<file path="src/rtl/add_sub_pkg.sv">
// Shared types for the add/sub counter family.
package add_sub_pkg;

  typedef enum logic {
    MODE_WRAP = 1'b0,
    MODE_SAT  = 1'b1
  } add_sub_mode_e;

endpackage : add_sub_pkg

</file>
<file path="src/rtl/add_sub_counter_bounded_if.sv">
// Control/status bundle of the bounded add/sub counter; clock and reset stay outside.
interface add_sub_counter_bounded_if
  import add_sub_pkg::*;
#(
  parameter int WIDTH = 4
);
  logic              en_i;
  logic              addsub_i;
  logic [WIDTH-1:0]  step_i;
  add_sub_mode_e     mode_i;
  logic              load_i;
  logic [WIDTH-1:0]  load_val_i;
  logic              clr_flags_i;
  logic [WIDTH-1:0]  out_o;
  logic              ovf_o;
  logic              unf_o;
  logic              wrap_o;
  logic              at_max_o;
  logic              at_min_o;

  modport master (
    output en_i, addsub_i, step_i, mode_i, load_i, load_val_i, clr_flags_i,
    input  out_o, ovf_o, unf_o, wrap_o, at_max_o, at_min_o
  );

  modport slave (
    input  en_i, addsub_i, step_i, mode_i, load_i, load_val_i, clr_flags_i,
    output out_o, ovf_o, unf_o, wrap_o, at_max_o, at_min_o
  );

endinterface : add_sub_counter_bounded_if

</file>
<file path="src/rtl/add_sub_step_unit.sv">
// Combinational step: applies a clamped step in WIDTH+2-bit signed arithmetic and
// folds a bound crossing back into [MIN_VAL..MAX_VAL] by wrapping or saturating.
module add_sub_step_unit
  import add_sub_pkg::*;
#(
  parameter int WIDTH   = 4,
  parameter int MIN_VAL = 0,
  parameter int MAX_VAL = (1 << WIDTH) - 1
) (
  input  logic [WIDTH-1:0] value_i,
  input  logic [WIDTH-1:0] step_i,
  input  logic             dir_i,
  input  add_sub_mode_e    mode_i,
  output logic [WIDTH-1:0] next_o,
  output logic             ovf_o,
  output logic             unf_o
);
  localparam int EW = WIDTH + 2;
  localparam logic signed [EW-1:0] MIN_E   = EW'(MIN_VAL);
  localparam logic signed [EW-1:0] MAX_E   = EW'(MAX_VAL);
  localparam logic signed [EW-1:0] RANGE_E = EW'(MAX_VAL - MIN_VAL + 1);

  logic signed [EW-1:0] w_val;
  logic signed [EW-1:0] w_step_raw;
  logic signed [EW-1:0] w_step;
  logic signed [EW-1:0] w_sum;
  logic signed [EW-1:0] w_diff;
  logic signed [EW-1:0] w_res;

  assign w_val      = $signed({2'b00, value_i});
  assign w_step_raw = $signed({2'b00, step_i});
  // A step larger than the range would wrap more than once; cap it at one full lap.
  assign w_step     = (w_step_raw > RANGE_E) ? RANGE_E : w_step_raw;
  assign w_sum      = w_val + w_step;
  assign w_diff     = w_val - w_step;

  // Select the folded result and raise the crossing strobes.
  always_comb begin
    w_res = w_val;
    ovf_o = 1'b0;
    unf_o = 1'b0;
    if (dir_i == 1'b0) begin
      if (w_sum > MAX_E) begin
        ovf_o = 1'b1;
        if (mode_i == MODE_SAT) begin
          w_res = MAX_E;
        end else begin
          w_res = w_sum - RANGE_E;
        end
      end else begin
        w_res = w_sum;
      end
    end else begin
      if (w_diff < MIN_E) begin
        unf_o = 1'b1;
        if (mode_i == MODE_SAT) begin
          w_res = MIN_E;
        end else begin
          w_res = w_diff + RANGE_E;
        end
      end else begin
        w_res = w_diff;
      end
    end
  end

  assign next_o = WIDTH'(w_res);

endmodule : add_sub_step_unit

</file>
<file path="src/rtl/add_sub_counter_bounded.sv">
// Bounded up/down counter: count register, load clamp, sticky over/underflow
// flags and a one-cycle wrap/saturate pulse around add_sub_step_unit.
module add_sub_counter_bounded
  import add_sub_pkg::*;
#(
  parameter int WIDTH     = 4,
  parameter int MIN_VAL   = 0,
  parameter int MAX_VAL   = (1 << WIDTH) - 1,
  parameter int RESET_VAL = MIN_VAL
) (
  input logic                      clk_i,
  input logic                      reset_i,
  add_sub_counter_bounded_if.slave bus
);
  localparam logic [WIDTH-1:0] MIN_W   = WIDTH'(MIN_VAL);
  localparam logic [WIDTH-1:0] MAX_W   = WIDTH'(MAX_VAL);
  localparam logic [WIDTH-1:0] RESET_W = WIDTH'(RESET_VAL);

  if ((WIDTH < 2) || (MIN_VAL < 0) || (MIN_VAL >= MAX_VAL) || (MAX_VAL >= (1 << WIDTH)) ||
      (RESET_VAL < MIN_VAL) || (RESET_VAL > MAX_VAL)) begin : g_bad_params
    $error("add_sub_counter_bounded: illegal WIDTH/MIN_VAL/MAX_VAL/RESET_VAL combination");
  end

  logic [WIDTH-1:0] r_out;
  logic             r_ovf;
  logic             r_unf;
  logic             r_wrap;
  logic [WIDTH-1:0] w_count_next;
  logic [WIDTH-1:0] w_load_clamped;
  logic [WIDTH-1:0] w_out_next;
  logic             w_cross_ovf;
  logic             w_cross_unf;
  logic             w_ovf_set;
  logic             w_unf_set;

  add_sub_step_unit #(
    .WIDTH   (WIDTH),
    .MIN_VAL (MIN_VAL),
    .MAX_VAL (MAX_VAL)
  ) u_step (
    .value_i (r_out),
    .step_i  (bus.step_i),
    .dir_i   (bus.addsub_i),
    .mode_i  (bus.mode_i),
    .next_o  (w_count_next),
    .ovf_o   (w_cross_ovf),
    .unf_o   (w_cross_unf)
  );

  // Clamp the load value into the legal window.
  always_comb begin
    if (bus.load_val_i < MIN_W) begin
      w_load_clamped = MIN_W;
    end else if (bus.load_val_i > MAX_W) begin
      w_load_clamped = MAX_W;
    end else begin
      w_load_clamped = bus.load_val_i;
    end
  end

  // Load beats count; crossings only count when the step is actually applied.
  always_comb begin
    w_out_next = r_out;
    w_ovf_set  = 1'b0;
    w_unf_set  = 1'b0;
    if (bus.load_i) begin
      w_out_next = w_load_clamped;
    end else if (bus.en_i) begin
      w_out_next = w_count_next;
      w_ovf_set  = w_cross_ovf;
      w_unf_set  = w_cross_unf;
    end else begin
      w_out_next = r_out;
    end
  end

  // State registers; a new crossing outranks a same-cycle flag clear.
  always_ff @(posedge clk_i or posedge reset_i) begin
    if (reset_i) begin
      r_out  <= RESET_W;
      r_ovf  <= 1'b0;
      r_unf  <= 1'b0;
      r_wrap <= 1'b0;
    end else begin
      r_out  <= w_out_next;
      r_ovf  <= w_ovf_set | (r_ovf & ~bus.clr_flags_i);
      r_unf  <= w_unf_set | (r_unf & ~bus.clr_flags_i);
      r_wrap <= w_ovf_set | w_unf_set;
    end
  end

  assign bus.out_o    = r_out;
  assign bus.ovf_o    = r_ovf;
  assign bus.unf_o    = r_unf;
  assign bus.wrap_o   = r_wrap;
  assign bus.at_max_o = (r_out == MAX_W);
  assign bus.at_min_o = (r_out == MIN_W);

endmodule : add_sub_counter_bounded

</file>
<file path="src/flat_wrapper.sv">
// flat-port wrapper written by rule: the top's interface ports become plain ports
module add_sub_counter_bounded_flat import add_sub_pkg::*;
#(
  parameter int WIDTH     = 4,
  parameter int MIN_VAL   = 0,
  parameter int MAX_VAL   = (1 << WIDTH) - 1,
  parameter int RESET_VAL = MIN_VAL
)
  (clk_i, reset_i, bus_en_i, bus_addsub_i, bus_step_i, bus_mode_i, bus_load_i, bus_load_val_i, bus_clr_flags_i, bus_out_o, bus_ovf_o, bus_unf_o, bus_wrap_o, bus_at_max_o, bus_at_min_o);
  add_sub_counter_bounded_if #(.WIDTH(WIDTH)) bus_i ();
  input logic clk_i;
  input logic reset_i;
  input wire logic [$bits(bus_i.en_i)-1:0] bus_en_i;
  input wire logic [$bits(bus_i.addsub_i)-1:0] bus_addsub_i;
  input wire logic [$bits(bus_i.step_i)-1:0] bus_step_i;
  input wire logic [$bits(bus_i.mode_i)-1:0] bus_mode_i;
  input wire logic [$bits(bus_i.load_i)-1:0] bus_load_i;
  input wire logic [$bits(bus_i.load_val_i)-1:0] bus_load_val_i;
  input wire logic [$bits(bus_i.clr_flags_i)-1:0] bus_clr_flags_i;
  output wire logic [$bits(bus_i.out_o)-1:0] bus_out_o;
  output wire logic [$bits(bus_i.ovf_o)-1:0] bus_ovf_o;
  output wire logic [$bits(bus_i.unf_o)-1:0] bus_unf_o;
  output wire logic [$bits(bus_i.wrap_o)-1:0] bus_wrap_o;
  output wire logic [$bits(bus_i.at_max_o)-1:0] bus_at_max_o;
  output wire logic [$bits(bus_i.at_min_o)-1:0] bus_at_min_o;
  assign bus_i.en_i = bus_en_i;
  assign bus_i.addsub_i = bus_addsub_i;
  assign bus_i.step_i = bus_step_i;
  assign bus_i.mode_i = bus_mode_i;
  assign bus_i.load_i = bus_load_i;
  assign bus_i.load_val_i = bus_load_val_i;
  assign bus_i.clr_flags_i = bus_clr_flags_i;
  assign bus_out_o = bus_i.out_o;
  assign bus_ovf_o = bus_i.ovf_o;
  assign bus_unf_o = bus_i.unf_o;
  assign bus_wrap_o = bus_i.wrap_o;
  assign bus_at_max_o = bus_i.at_max_o;
  assign bus_at_min_o = bus_i.at_min_o;
  add_sub_counter_bounded #(.WIDTH(WIDTH), .MIN_VAL(MIN_VAL), .MAX_VAL(MAX_VAL), .RESET_VAL(RESET_VAL)) u_core (.clk_i(clk_i), .reset_i(reset_i), .bus(bus_i));
endmodule
</file>
<file path="config.mk">
export PLATFORM = sky130hd
export DESIGN_NAME = add_sub_counter_bounded_flat
export DESIGN_NICKNAME = d
export VERILOG_FILES = /design/src/rtl/add_sub_pkg.sv /design/src/rtl/add_sub_counter_bounded_if.sv /design/src/rtl/add_sub_step_unit.sv /design/src/rtl/add_sub_counter_bounded.sv /design/src/flat_wrapper.sv
export SDC_FILE = /design/constraint.sdc
export NUM_CORES = 1
export LEC_CHECK = 0
export CORE_ASPECT_RATIO = 0.75
export CORE_MARGIN = 10
export CORE_UTILIZATION = 40
export CTS_CLUSTER_DIAMETER = 80
export DETAILED_ROUTE_END_ITERATION = 10
export PLACE_DENSITY_LB_ADDON = 0.15
export SYNTH_ARGS = -nofsm -noshare
export SYNTH_HDL_FRONTEND = slang
export SYNTH_HIERARCHICAL = 1
export SYNTH_SLANG_ARGS = --single-unit
</file>
<file path="constraint.sdc">
create_clock -name clk_i -period 1.87 [get_ports clk_i]
set_clock_uncertainty 0.1 [all_clocks]
set_input_delay 0.2805 -clock clk_i [delete_from_list [all_inputs] [get_ports clk_i]]
set_output_delay 0.2805 -clock clk_i [all_outputs]
set_load 0.05 [all_outputs]
</file>
==> impl_metrics.json <==
{
  "ys.flop_type": "dfrtp_1",
  "core-area_um2": 1720,
  "gp_congestion": 0.876,
  "final_common_cell": "buf_4",
  "avgSynthCellArea_um2": 8.85,
  "overflow": 0,
  "clock-root-buffer": "clkbuf_4",
  "cts_buffer_depth": 2,
  "arrival_ns": 2.02,
  "synth.cell_area_um2": 717,
  "detail_route.wl_per_cell_um": 15.5,
  "crit_buf_inv": 4,
  "synth_fp_nets": 107,
  "worstPathMaxFanout": 3,
  "place_ws_ns": -0.664,
  "cp_cell_sequence": "clkdlybuf4s50_1, inv_1, ha_4, buf_4, inv_1, nor3_1, a21oi_2, o21ai_1, a211o_1, mux2i_1, o21ai_1",
  "grt_first_pass_wirelength_um": 3870,
  "max_freq_mhz": 507,
  "cp-start-kind": "input port",
  "r2r_cells": 10,
  "n_antenna_cell": 0,
  "seq_area_frac_synth": 0.244,
  "grt_use_total": 0.131,
  "antenna_left": 0,
  "crit_slowest_cell": "clkdlybuf4s50_1",
  "synth-edff-count": 0,
  "fill_cells": 134,
  "die_w_um": 68.9,
  "start_util": 0.416,
  "clk_pin_slew_worst_paths_ns": 0.07,
  "synth_cell_types": 27,
  "dp_cells": 139,
  "required_ns": 1.92,
  "maxCapViolCount": 0,
  "vdd_drop_max_uv": 582,
  "mostFrequentLayoutCells": "buf_4 (27), clkdlybuf4s50_1 (11), nand2_1 (6), inv_1 (6)",
  "finalCritPeriodShare": 1.06,
  "path_delay_family": "buffers and inverters",
  "numCtsBuffers": 3,
  "violations": "negative setup slack",
  "grt_pass1_vias": 865,
  "cp.depth": 11,
  "netlist_instances": 81,
  "row_count": 13,
  "place.port_buffers": 23,
  "crit_path_end_kind": "flip-flop",
  "tritoncts": "done",
  "grt_antenna_before_repair": 0,
  "outcome": "finished with violations",
  "cpPeakStageDelay_ns": 0.47,
  "async_reset_ff_frac": 1.00,
  "yosysWarnings": 6,
  "final_nets": 152,
  "vias_per_cell": 4.99,
  "finalSetupViolCount": 4,
  "ys_seq_elements": 7,
  "critPathKind": "input port to flip-flop",
  "total_power_uw": 913,
  "power_density_nw_per_um2": 722,
  "pin_count": 24,
  "final_layout_size_suffix_gt1_frac": 0.488,
  "grt_max_degree": 10,
  "period_minus_slack_ns": 1.97,
  "dr.pass1.iters": 4,
  "slew_headroom": 0.765,
  "finalHoldViolations": 0,
  "vias": 734,
  "hpwl_um": 1790,
  "worst_skew_pair.late_latency_ns": 0.27,
  "clock-sinks": 7,
  "die_area_um2": 3900,
  "initialDrtViolationCount": 29,
  "min-delay-path-class": "input port to asynchronous set/reset pin",
  "ctsHtreeMaxLevel": 1,
  "power_leakage_uw": 0.000600,
  "tightest_slew_ns": 0.352,
  "rsz0062_at_grt": "true",
  "drt-total-wl_um": 2280,
  "setup_slack_ns": -0.104,
  "die_y_um": 56.7,
  "areaGrowthSynthToFinish_pct": 76.4,
  "final_cell_count_no_fill": 147,
  "slew_violations": 0,
  "drcViolationCount": 0
}
[power breakdown]
group	internal (uW)	switching, uW
clock network	78.9	70.9
logic	278	294
registers	171	20.3
total	528	386
[through the flow]
stage / utilization / TNS [ns] / area (um2) / hold slack, ns
floorplan: - / -0.794 / 743 / -0.0164
global placement: 0.636 / -2.83 / 1100 / 0.400
detailed placement: 0.636 / -3.45 / 1100 / 0.406
CTS: 0.702 / -0.540 / 1210 / 0.153
global route: 0.734 / -0.829 / 1260 / 0.172
finish: 0.734 / -0.329 / 1260 / 0.155
[final cells by class]
cell class,instances,area [um2],share of cell area
sequential,7,180,0.142
multi-input combinational,60,599,0.474
clock buffer,3,22.5,0.0178
clock inverter,1,5.00,0.00396
timing repair buffer,43,387,0.306
tap,22,27.5,0.0218
inverter,11,43.8,0.0346
[routing by layer]
metal,vias up,global-route usage,part of all wire
li1,359,-,-
met1,338,0.151,0.43
met2,27,0.206,0.47
met3,10,0.0515,0.068
met4,0,0.0534,0.036
met5,-,0,0
[sequential cells by signal, indices dropped and copies added (netlist names)]
register           cells
u_core/bus.out_o       4
u_core/bus.ovf_o       1
u_core/bus.unf_o       1
u_core/bus.wrap_o      1
[synth_stat cells (2+ instances only)]
master	number	area [um2]
mux2i_1	4	40.0
fa_1	2	40.0
ha_1	9	113
a21oi_1	5	25.0
nor2b_1	3	18.8
buf_6	2	22.5
a22o_1	2	17.5
nor2_2	2	12.5
inv_1	11	41.3
xnor2_1	2	17.5
nor2_1	3	11.3
o21ai_1	5	25.0
nand2_1	6	22.5
dfrtp_1	7	175
o21bai_1	3	22.5
nor3_1	3	15.0
nand2b_1	2	12.5
[worst register-to-register path: stages, from the launching register on]
cell and delay, ns:
dfrtp_2 0.39, ha_4 0.14, inv_4 0.03, fa_2 0.36, o21bai_4 0.13, a21oi_2 0.08, nor2b_2 0.20, nor2_1 0.07
a22oi_1 0.17, mux2i_1 0.09, o21ai_1 0.13
[kinds of logic after synthesis]
logic type / after synthesis / synth area share
compound gates: 21 / 0.197
xor+xnor: 2 / 0.0244
fa+ha+maj: 11 / 0.213
buf+inv: 14 / 0.0960
flops: 7 / 0.244
mux: 4 / 0.0558
simple gates: 22 / 0.169
[final timing paths]
kind                                        to  slack (ns)                 from
min in group clk_i            u_core/bus.unf_o        0.42     u_core/bus.unf_o
min reg2reg                   u_core/bus.unf_o        0.42     u_core/bus.unf_o
max                        u_core/bus.out_o[2]       -0.10        bus_step_i[2]
max reg2reg                u_core/bus.out_o[3]       -0.10  u_core/bus.out_o[0]
max in group asynchronous  u_core/bus.out_o[1]        1.24              reset_i
min                           u_core/bus.unf_o        0.15              reset_i
[what timing repair did]
action,4_1_cts,5_1_grt
hold endpoints to repair,0,0
hold buffers,0,0
pin swaps,9,10
gates resized for setup,13,9
setup endpoints to repair,6,6
setup buffers,3,1
(Power assumes the default switching activity.)
